`src/rtl/fb_bank_sched.sv`:
```
// fb_bank_sched
// Arbitrates one single-port frame-buffer RAM between the downsampled-pixel
// writer and the recognition-engine reader, with ping-pong double buffering.
// The writer always fills bank oWBANK and the reader always reads bank
// ~oWBANK. A write takes priority over a read in the same cycle, and a read
// uses any cycle that has no write.
//
// Ports:
//   iCLK, iRESET        clock, asynchronous active-high reset
//   iWR_EN/ADDR/DATA    pixel write from the downsampler
//   iRD_REQ/ADDR        read request (level, held until oRD_GNT)
//   iRD_DONE            reader has finished with its frame (1-cycle pulse)
//   oRD_GNT             read accepted this cycle
//   oRD_DVALID/DATA     read return, RD_LAT cycles after the grant
//   oFRAME_START        new frame is ready in the read bank (1-cycle pulse)
//   oRD_BUSY            reader owns a frame
//   oWBANK              bank currently being written
//   oDROP_CNT           dropped-frame count (saturating)
//   oMEM_*/iMEM_Q       RAM port; address is {bank, addr}
module fb_bank_sched #(
  parameter int ADDR_W      = 17,
  parameter int DATA_W      = 8,
  parameter int FRAME_WORDS = 76800,
  parameter int RD_LAT      = 2
) (
  input  logic              iCLK,
  input  logic              iRESET,
  input  logic              iWR_EN,
  input  logic [ADDR_W-1:0] iWR_ADDR,
  input  logic [DATA_W-1:0] iWR_DATA,
  input  logic              iRD_REQ,
  input  logic [ADDR_W-1:0] iRD_ADDR,
  input  logic              iRD_DONE,
  output logic              oRD_GNT,
  output logic              oRD_DVALID,
  output logic [DATA_W-1:0] oRD_DATA,
  output logic              oFRAME_START,
  output logic              oRD_BUSY,
  output logic              oWBANK,
  output logic [15:0]       oDROP_CNT,
  output logic [ADDR_W:0]   oMEM_ADDR,
  output logic              oMEM_WREN,
  output logic [DATA_W-1:0] oMEM_DATA,
  input  logic [DATA_W-1:0] iMEM_Q
);

  localparam logic [1:0] ST_NOFRAME = 2'd0;
  localparam logic [1:0] ST_RD_BUSY = 2'd1;
  localparam logic [1:0] ST_RD_IDLE = 2'd2;

  localparam logic [ADDR_W-1:0] FRAME_C = ADDR_W'(FRAME_WORDS);
  localparam logic [ADDR_W-1:0] LAST_C  = ADDR_W'(FRAME_WORDS - 1);

  logic [1:0]        state_r;
  logic [1:0]        state_nxt_s;
  logic              wbank_r;
  logic              busy_r;
  logic              fstart_r;
  logic [15:0]       drop_cnt_r;
  logic [RD_LAT-1:0] vld_pipe_r;
  logic [RD_LAT-1:0] oob_pipe_r;

  logic wr_slot_s;
  logic rd_slot_s;
  logic rd_oob_s;
  logic eof_s;
  logic swap_s;
  logic drop_s;

  // An out-of-range write still occupies the port, so reads key off iWR_EN
  // rather than wr_slot_s.
  assign wr_slot_s = !iRESET && iWR_EN && (iWR_ADDR < FRAME_C);
  assign rd_slot_s = !iRESET && !iWR_EN && iRD_REQ && busy_r;
  assign rd_oob_s  = (iRD_ADDR >= FRAME_C);
  assign eof_s     = iWR_EN && (iWR_ADDR == LAST_C);

  // RAM port mux: write slot first, otherwise a read slot, otherwise idle.
  always_comb begin
    oMEM_ADDR = {(ADDR_W+1){1'b0}};
    oMEM_WREN = 1'b0;
    oMEM_DATA = {DATA_W{1'b0}};
    oRD_GNT   = 1'b0;
    if (wr_slot_s) begin
      oMEM_ADDR = {wbank_r, iWR_ADDR};
      oMEM_WREN = 1'b1;
      oMEM_DATA = iWR_DATA;
    end else if (rd_slot_s) begin
      oMEM_ADDR = {~wbank_r, iRD_ADDR};
      oRD_GNT   = 1'b1;
    end else begin
      oMEM_ADDR = {(ADDR_W+1){1'b0}};
    end
  end

  // Frame-ownership state machine: decides swap, drop and next state.
  always_comb begin
    state_nxt_s = state_r;
    swap_s      = 1'b0;
    drop_s      = 1'b0;
    case (state_r)
      ST_NOFRAME, ST_RD_IDLE: begin
        if (eof_s) begin
          swap_s      = 1'b1;
          state_nxt_s = ST_RD_BUSY;
        end else begin
          state_nxt_s = state_r;
        end
      end
      ST_RD_BUSY: begin
        // A reader release coincident with EOF lets the swap go through.
        if (eof_s && iRD_DONE) begin
          swap_s      = 1'b1;
          state_nxt_s = ST_RD_BUSY;
        end else if (eof_s) begin
          drop_s      = 1'b1;
          state_nxt_s = ST_RD_BUSY;
        end else if (iRD_DONE) begin
          state_nxt_s = ST_RD_IDLE;
        end else begin
          state_nxt_s = ST_RD_BUSY;
        end
      end
      default: begin
        state_nxt_s = ST_NOFRAME;
      end
    endcase
  end

  // Bank, ownership, frame-start pulse and drop counter registers.
  always_ff @(posedge iCLK or posedge iRESET) begin
    if (iRESET) begin
      state_r    <= ST_NOFRAME;
      wbank_r    <= 1'b0;
      busy_r     <= 1'b0;
      fstart_r   <= 1'b0;
      drop_cnt_r <= 16'h0000;
    end else begin
      state_r  <= state_nxt_s;
      busy_r   <= (state_nxt_s == ST_RD_BUSY);
      fstart_r <= swap_s;
      if (swap_s) begin
        wbank_r <= ~wbank_r;
      end
      if (drop_s && (drop_cnt_r != 16'hFFFF)) begin
        drop_cnt_r <= drop_cnt_r + 16'h0001;
      end
    end
  end

  // Read-return pipeline; the out-of-range flag travels with each grant.
  always_ff @(posedge iCLK or posedge iRESET) begin
    if (iRESET) begin
      vld_pipe_r <= {RD_LAT{1'b0}};
      oob_pipe_r <= {RD_LAT{1'b0}};
    end else begin
      vld_pipe_r[0] <= rd_slot_s;
      oob_pipe_r[0] <= rd_slot_s && rd_oob_s;
      for (int i = 1; i < RD_LAT; i++) begin
        vld_pipe_r[i] <= vld_pipe_r[i-1];
        oob_pipe_r[i] <= oob_pipe_r[i-1];
      end
    end
  end

  // Return data: RAM output in the valid cycle, forced to zero otherwise.
  always_comb begin
    oRD_DVALID = vld_pipe_r[RD_LAT-1];
    if (vld_pipe_r[RD_LAT-1] && !oob_pipe_r[RD_LAT-1]) begin
      oRD_DATA = iMEM_Q;
    end else begin
      oRD_DATA = {DATA_W{1'b0}};
    end
  end

  assign oFRAME_START = fstart_r;
  assign oRD_BUSY     = busy_r;
  assign oWBANK       = wbank_r;
  assign oDROP_CNT    = drop_cnt_r;

endmodule

```
`config.mk`:
```
export PLATFORM = sky130hd
export DESIGN_NAME = fb_bank_sched
export DESIGN_NICKNAME = d
export VERILOG_FILES = /design/src/rtl/fb_bank_sched.sv
export SDC_FILE = /design/constraint.sdc
export NUM_CORES = 1
export LEC_CHECK = 0
export ABC_AREA = 1
export BUFFER_PORTS_ARGS = -buffer_cell sky130_fd_sc_hd__buf_4
export CAP_MARGIN = 20
export CORE_MARGIN = 3
export CORE_UTILIZATION = 48
export CTS_BUF_LIST = sky130_fd_sc_hd__clkbuf_8
export DETAILED_ROUTE_END_ITERATION = 10
export GPL_ROUTABILITY_DRIVEN = 0
export PLACE_DENSITY = 0.89
export SLEW_MARGIN = 5
export SYNTH_ARGS = -nofsm -noshare
export SYNTH_HDL_FRONTEND = slang
export SYNTH_SLANG_ARGS = --single-unit
export TNS_END_PERCENT = 1
```
`constraint.sdc`:
```
create_clock -name iCLK -period 4 [get_ports iCLK]
set_input_delay 0.6 -clock iCLK [delete_from_list [all_inputs] [get_ports iCLK]]
set_output_delay 0.6 -clock iCLK [all_outputs]
set_load 0.005 [all_outputs]
```
After elaboration in Yosys (flattened, before gate mapping) --
Index checks and enable logic that the tools add are counted.
Storage, ports and cells: word-level logic and storage cells 48, register bits 25, output and inout bits 56, bits of input ports 55
Operators by class: equality and inequality tests 5, $add $sub $neg 1, reductions and logical operators 15, bitwise operators 1, mux-type cells 17, order comparisons 2
Operator list (count):
- $mux 18 | 2
- $eq 17x17->1 const B | 1
- $ge 17x17->1 const B | 1
- $lt 17x17->1 const B | 1
- $add 16x1->16 const B | 1
- $mux 8 | 2
- $ne 16x16->1 const B | 1
- $logic_and 1x1->1 | 10
- $mux 2 | 4
- $mux 1 | 7
- $eq 2x1->1 const B | 2
- $pmux 2 s2 | 1
- $logic_not 1->1 | 3
- $eq 2x2->1 const B | 1
- $logic_not 2->1 | 1
- $pmux 1 s2 | 1
- $reduce_or 2->1 | 1
- $not 1->1 | 1

Logic depth before layout (Yosys ltp) --
depth after elaboration 6, depth in mapped cells 10, mapped depth without buffers 10

Worst setup path before layout --
OpenSTA, ideal clock, no wires.
path type input-to-output, start point input iRESET, end point output oMEM_ADDR[1], stages 6, slack 1.394 ns, data arrival time 2.006 ns, cells stage by stage inv_1 > nand4_1 > inv_1 > buf_2 > nand2_1 > nand2_1
On the way: longest elaborated chain between the ends 6, elaborated cells between the ends (all ways) 8, classes of those cells mux: 2; reduce/logical: 6
RTL lines:
- start, declared | RTL line 27 | input logic iRESET,
- $logic_not 1->1 (no source line)
- $logic_and 1x1->1 (3 in a row) | RTL line 73 | assign rd_slot_s = !iRESET && !iWR_EN && iRD_REQ && busy_r;
- via rd_slot_s | RTL line 64 | logic rd_slot_s;
- $mux 18 | RTL line 87 | end else if (rd_slot_s) begin
- $mux 18 | RTL line 83 | if (wr_slot_s) begin
- end, declared | RTL line 41 | output logic [ADDR_W:0] oMEM_ADDR,
The timed path passes the listed nets, and every way through them passes these cells.

Worst setup path in the final report --
start point input iWR_ADDR[14], end point output oMEM_ADDR[14]
On the way: longest elaborated chain between the ends 3
RTL lines:
- start, declared | RTL line 29 | input logic [ADDR_W-1:0] iWR_ADDR,
- $lt 17x17->1 | RTL line 72 | assign wr_slot_s = !iRESET && iWR_EN && (iWR_ADDR < FRAME_C);
- $logic_and 1x1->1 | RTL line 72
- $mux 18 (*) | RTL line 83
Every way passes the cells marked *; elsewhere a longest branch is shown, timed or not.

==> qor.txt <==
outcome - finished clean
biggest fanout along the worst timing path - 15
Port Buf Inserts - 110
Multi-input gate area - 912 µm²
die area - 4470 µm²
GR Layer Usage met3 - 4.22%
Worst Skew - 0.0112 ns
RSZ-0062 raised after global routing - false
Netlist cell types - 23
WP data required - 3.40 ns
Post-CTS Setup Inserts - 0
Final Max Tran Viols - 0
critical path launch point type - input port
grt met1 use - 29.6%
sequential share of the synthesized area - 35.2%
WL final - 5280 µm
Setup Viol. Count Final - 0
Starting Density - 51.6%
vias - 2079
Hold-fix buffers, CTS - 0
pin count of the biggest net entering global routing - 26
Post-Place Cell Area - 2640 µm²
slew of the pin with the lowest slew margin - 0.521 ns
drt initial violations - 176
first-pass GRT wire length - 8670 µm
NumNets Final - 446
clk_lat worst skew - 0.28 ns
crit end category - output pin
met2 Track Usage GR - 45.4%
CP Cell Sequence - buf_4, o21ai_0, nand3_1, inv_1, nand2_1, o21ai_0, buf_4
PD cells - 186 nW/µm²
Syn Inst Count - 279
global route hottest layer - met2
CTS buffer count - 3
Rows - 21
share of cells above drive strength 1 - 32.4%
Syn Nets - 335
Worst VDD drop - 0.000213 V
Crit path arrival time - 2.08 ns
# H-tree levels - 1
Reg clk slew, reported paths - 0.09 ns
final setup TNS - 0 ns
chip height - 66.8 µm
CP delay by family, top - buffers and inverters
fin crit share - 66.9%
Pre-antenna DRT Iters - 4
post-CTS sizing - 0
syn_area_per_cell - 6.37 µm²
Buf/Inv on CP - 3
Static Leak - 1.65 nW
initial antenna violation count - 0
Setup CP Type - input port to output pin
storage element area - 626 µm²
Core Region - 3440 µm²
CP max stage delay - 0.46 ns
Peak Freq - 374 MHz
total of fill cells in the finished design - 269
clock root buffer master - clkbuf_8
FF+latch count, synth - 25
Max transition margin - 65.2%
overall power - 0.499 mW
drt drc - 0
Overall Global Routing Usage - 25.0%
wire length per cell - 12.1 µm
Post-Syn Area - 1780 µm²
GRT overflow - 0
die width - 66.8 µm
Min-Delay Path Class - register to register
clock sink count - 25
Antenna diodes - 0
maximum clock insertion buffer count - 2
Syn. warnings - 0
Final Hold Fails - 0
# IOs - 111
Final min period - 2.68 ns
Layout Area Growth over Synthesis - 51.1%
Routed Antenna Nets - 0
Vias/cell - 4.78
Slowest cell on crit path - inv_1
Max Cap Viol - 0
finished layout cell area - 2690 µm²
number of global-route vias before repair - 1989
DPL Wire Length - 4380 µm
TritonCTS clock tree - built
kinds of logic after synthesis:
| logic type | synth area share [%] |
|---|---|
| compound gates | 3.73 |
| xor+xnor | 1.48 |
| fa+ha+maj | 0.704 |
| buf+inv | 13.5 |
| flops | 35.2 |
| simple gates | 45.4 |
where the power goes:
group	internal, mW	total, mW	switching [mW]
Clock	0.0708	0.156	0.0848
Combinational	0.0523	0.0909	0.0387
Sequential	0.252	0.252	0.00000732
Total	0.376	0.499	0.123
worst register-to-register path, delay by kind of cell (launching register included):
family	cells	cell delay (ns)
flops	1	0.42
simple gates	7	1.08
buf+inv	1	0.14
fa+ha+maj	1	0.24
stage by stage:
stage,std cells,hold WS (ns),util (%),setup WS [ns]
5_1_grt,435,0.358,78.0,1.12
6_report,435,0.355,78.0,1.32
3_5_place_dp,431,0.335,76.6,1.35
3_3_place_gp,431,0.333,76.6,1.41
2_1_floorplan,279,0.331,-,1.39
4_1_cts,435,0.356,78.0,1.34
registers in the layout, indices dropped and copies added, names as in the netlist:
signal,cells
oFRAME_START,1
vld_pipe_r,2
oWBANK,1
oDROP_CNT,16
oRD_BUSY,1
oob_pipe_r,2
state_r,2
cell type report:
class                      count  area share [%]
sequential                    25            23.3
multi-input combinational    194            34.0
clock buffer                   3            1.54
tap                           46            2.14
timing repair buffer         111            31.0
inverter                      55            7.74
clock inverter                 1           0.280
worst paths after layout:
path / from / to / slack, ns / cells after the start
min: vld_pipe_r[0] / vld_pipe_r[1] / 0.35 / 0
min reg2reg: vld_pipe_r[0] / vld_pipe_r[1] / 0.35 / 0
min in group asynchronous: iRESET / vld_pipe_r[0] / 0.41 / 3
max in group asynchronous: iRESET / oDROP_CNT[6] / 3.35 / 3
max: iWR_ADDR[14] / oMEM_ADDR[14] / 1.32 / 7
max reg2reg: oDROP_CNT[0] / oDROP_CNT[6] / 2.01 / 9
metal layers:
metal  share of wire (%)  wire [µm]
met1                  40       2140
met2                  52       2720
met3                 5.2        274
met4                 2.7        144
met5                   0          0
layout by cell type (no fill, tap or decap), drive strengths merged:
cell and n:
clkbuf 3, nand2 105, nor2 34, a31oi 1, buf 111, nor3 4, o21ai 6, dfrtp 25
clkinvlp 1, clkinv 1, o22ai 4, inv 54, nand3b 10, nand4 13, a21oi 1, nand3 12
ha 1, xnor2 1, xor2 2
synth_stat cells, drive strengths merged:
| library cell | n | share of area [%] |
|---|---|---|
| a31oi | 1 | 0.35 |
| a21oi | 1 | 0.28 |
| buf | 5 | 1.8 |
| dfrtp | 25 | 35 |
| nand4 | 13 | 4.6 |
| xor2 | 2 | 0.99 |
| nand3 | 12 | 4.1 |
| nor2 | 34 | 8.5 |
| clkinv | 1 | 0.28 |
| ha | 1 | 0.70 |
| nand3b | 10 | 4.2 |
| o21ai | 6 | 1.7 |
| inv | 54 | 11 |
| o22ai | 4 | 1.4 |
| nand2 | 105 | 22 |
| xnor2 | 1 | 0.49 |
| nor3 | 4 | 1.8 |
(Power assumes the default switching activity.)
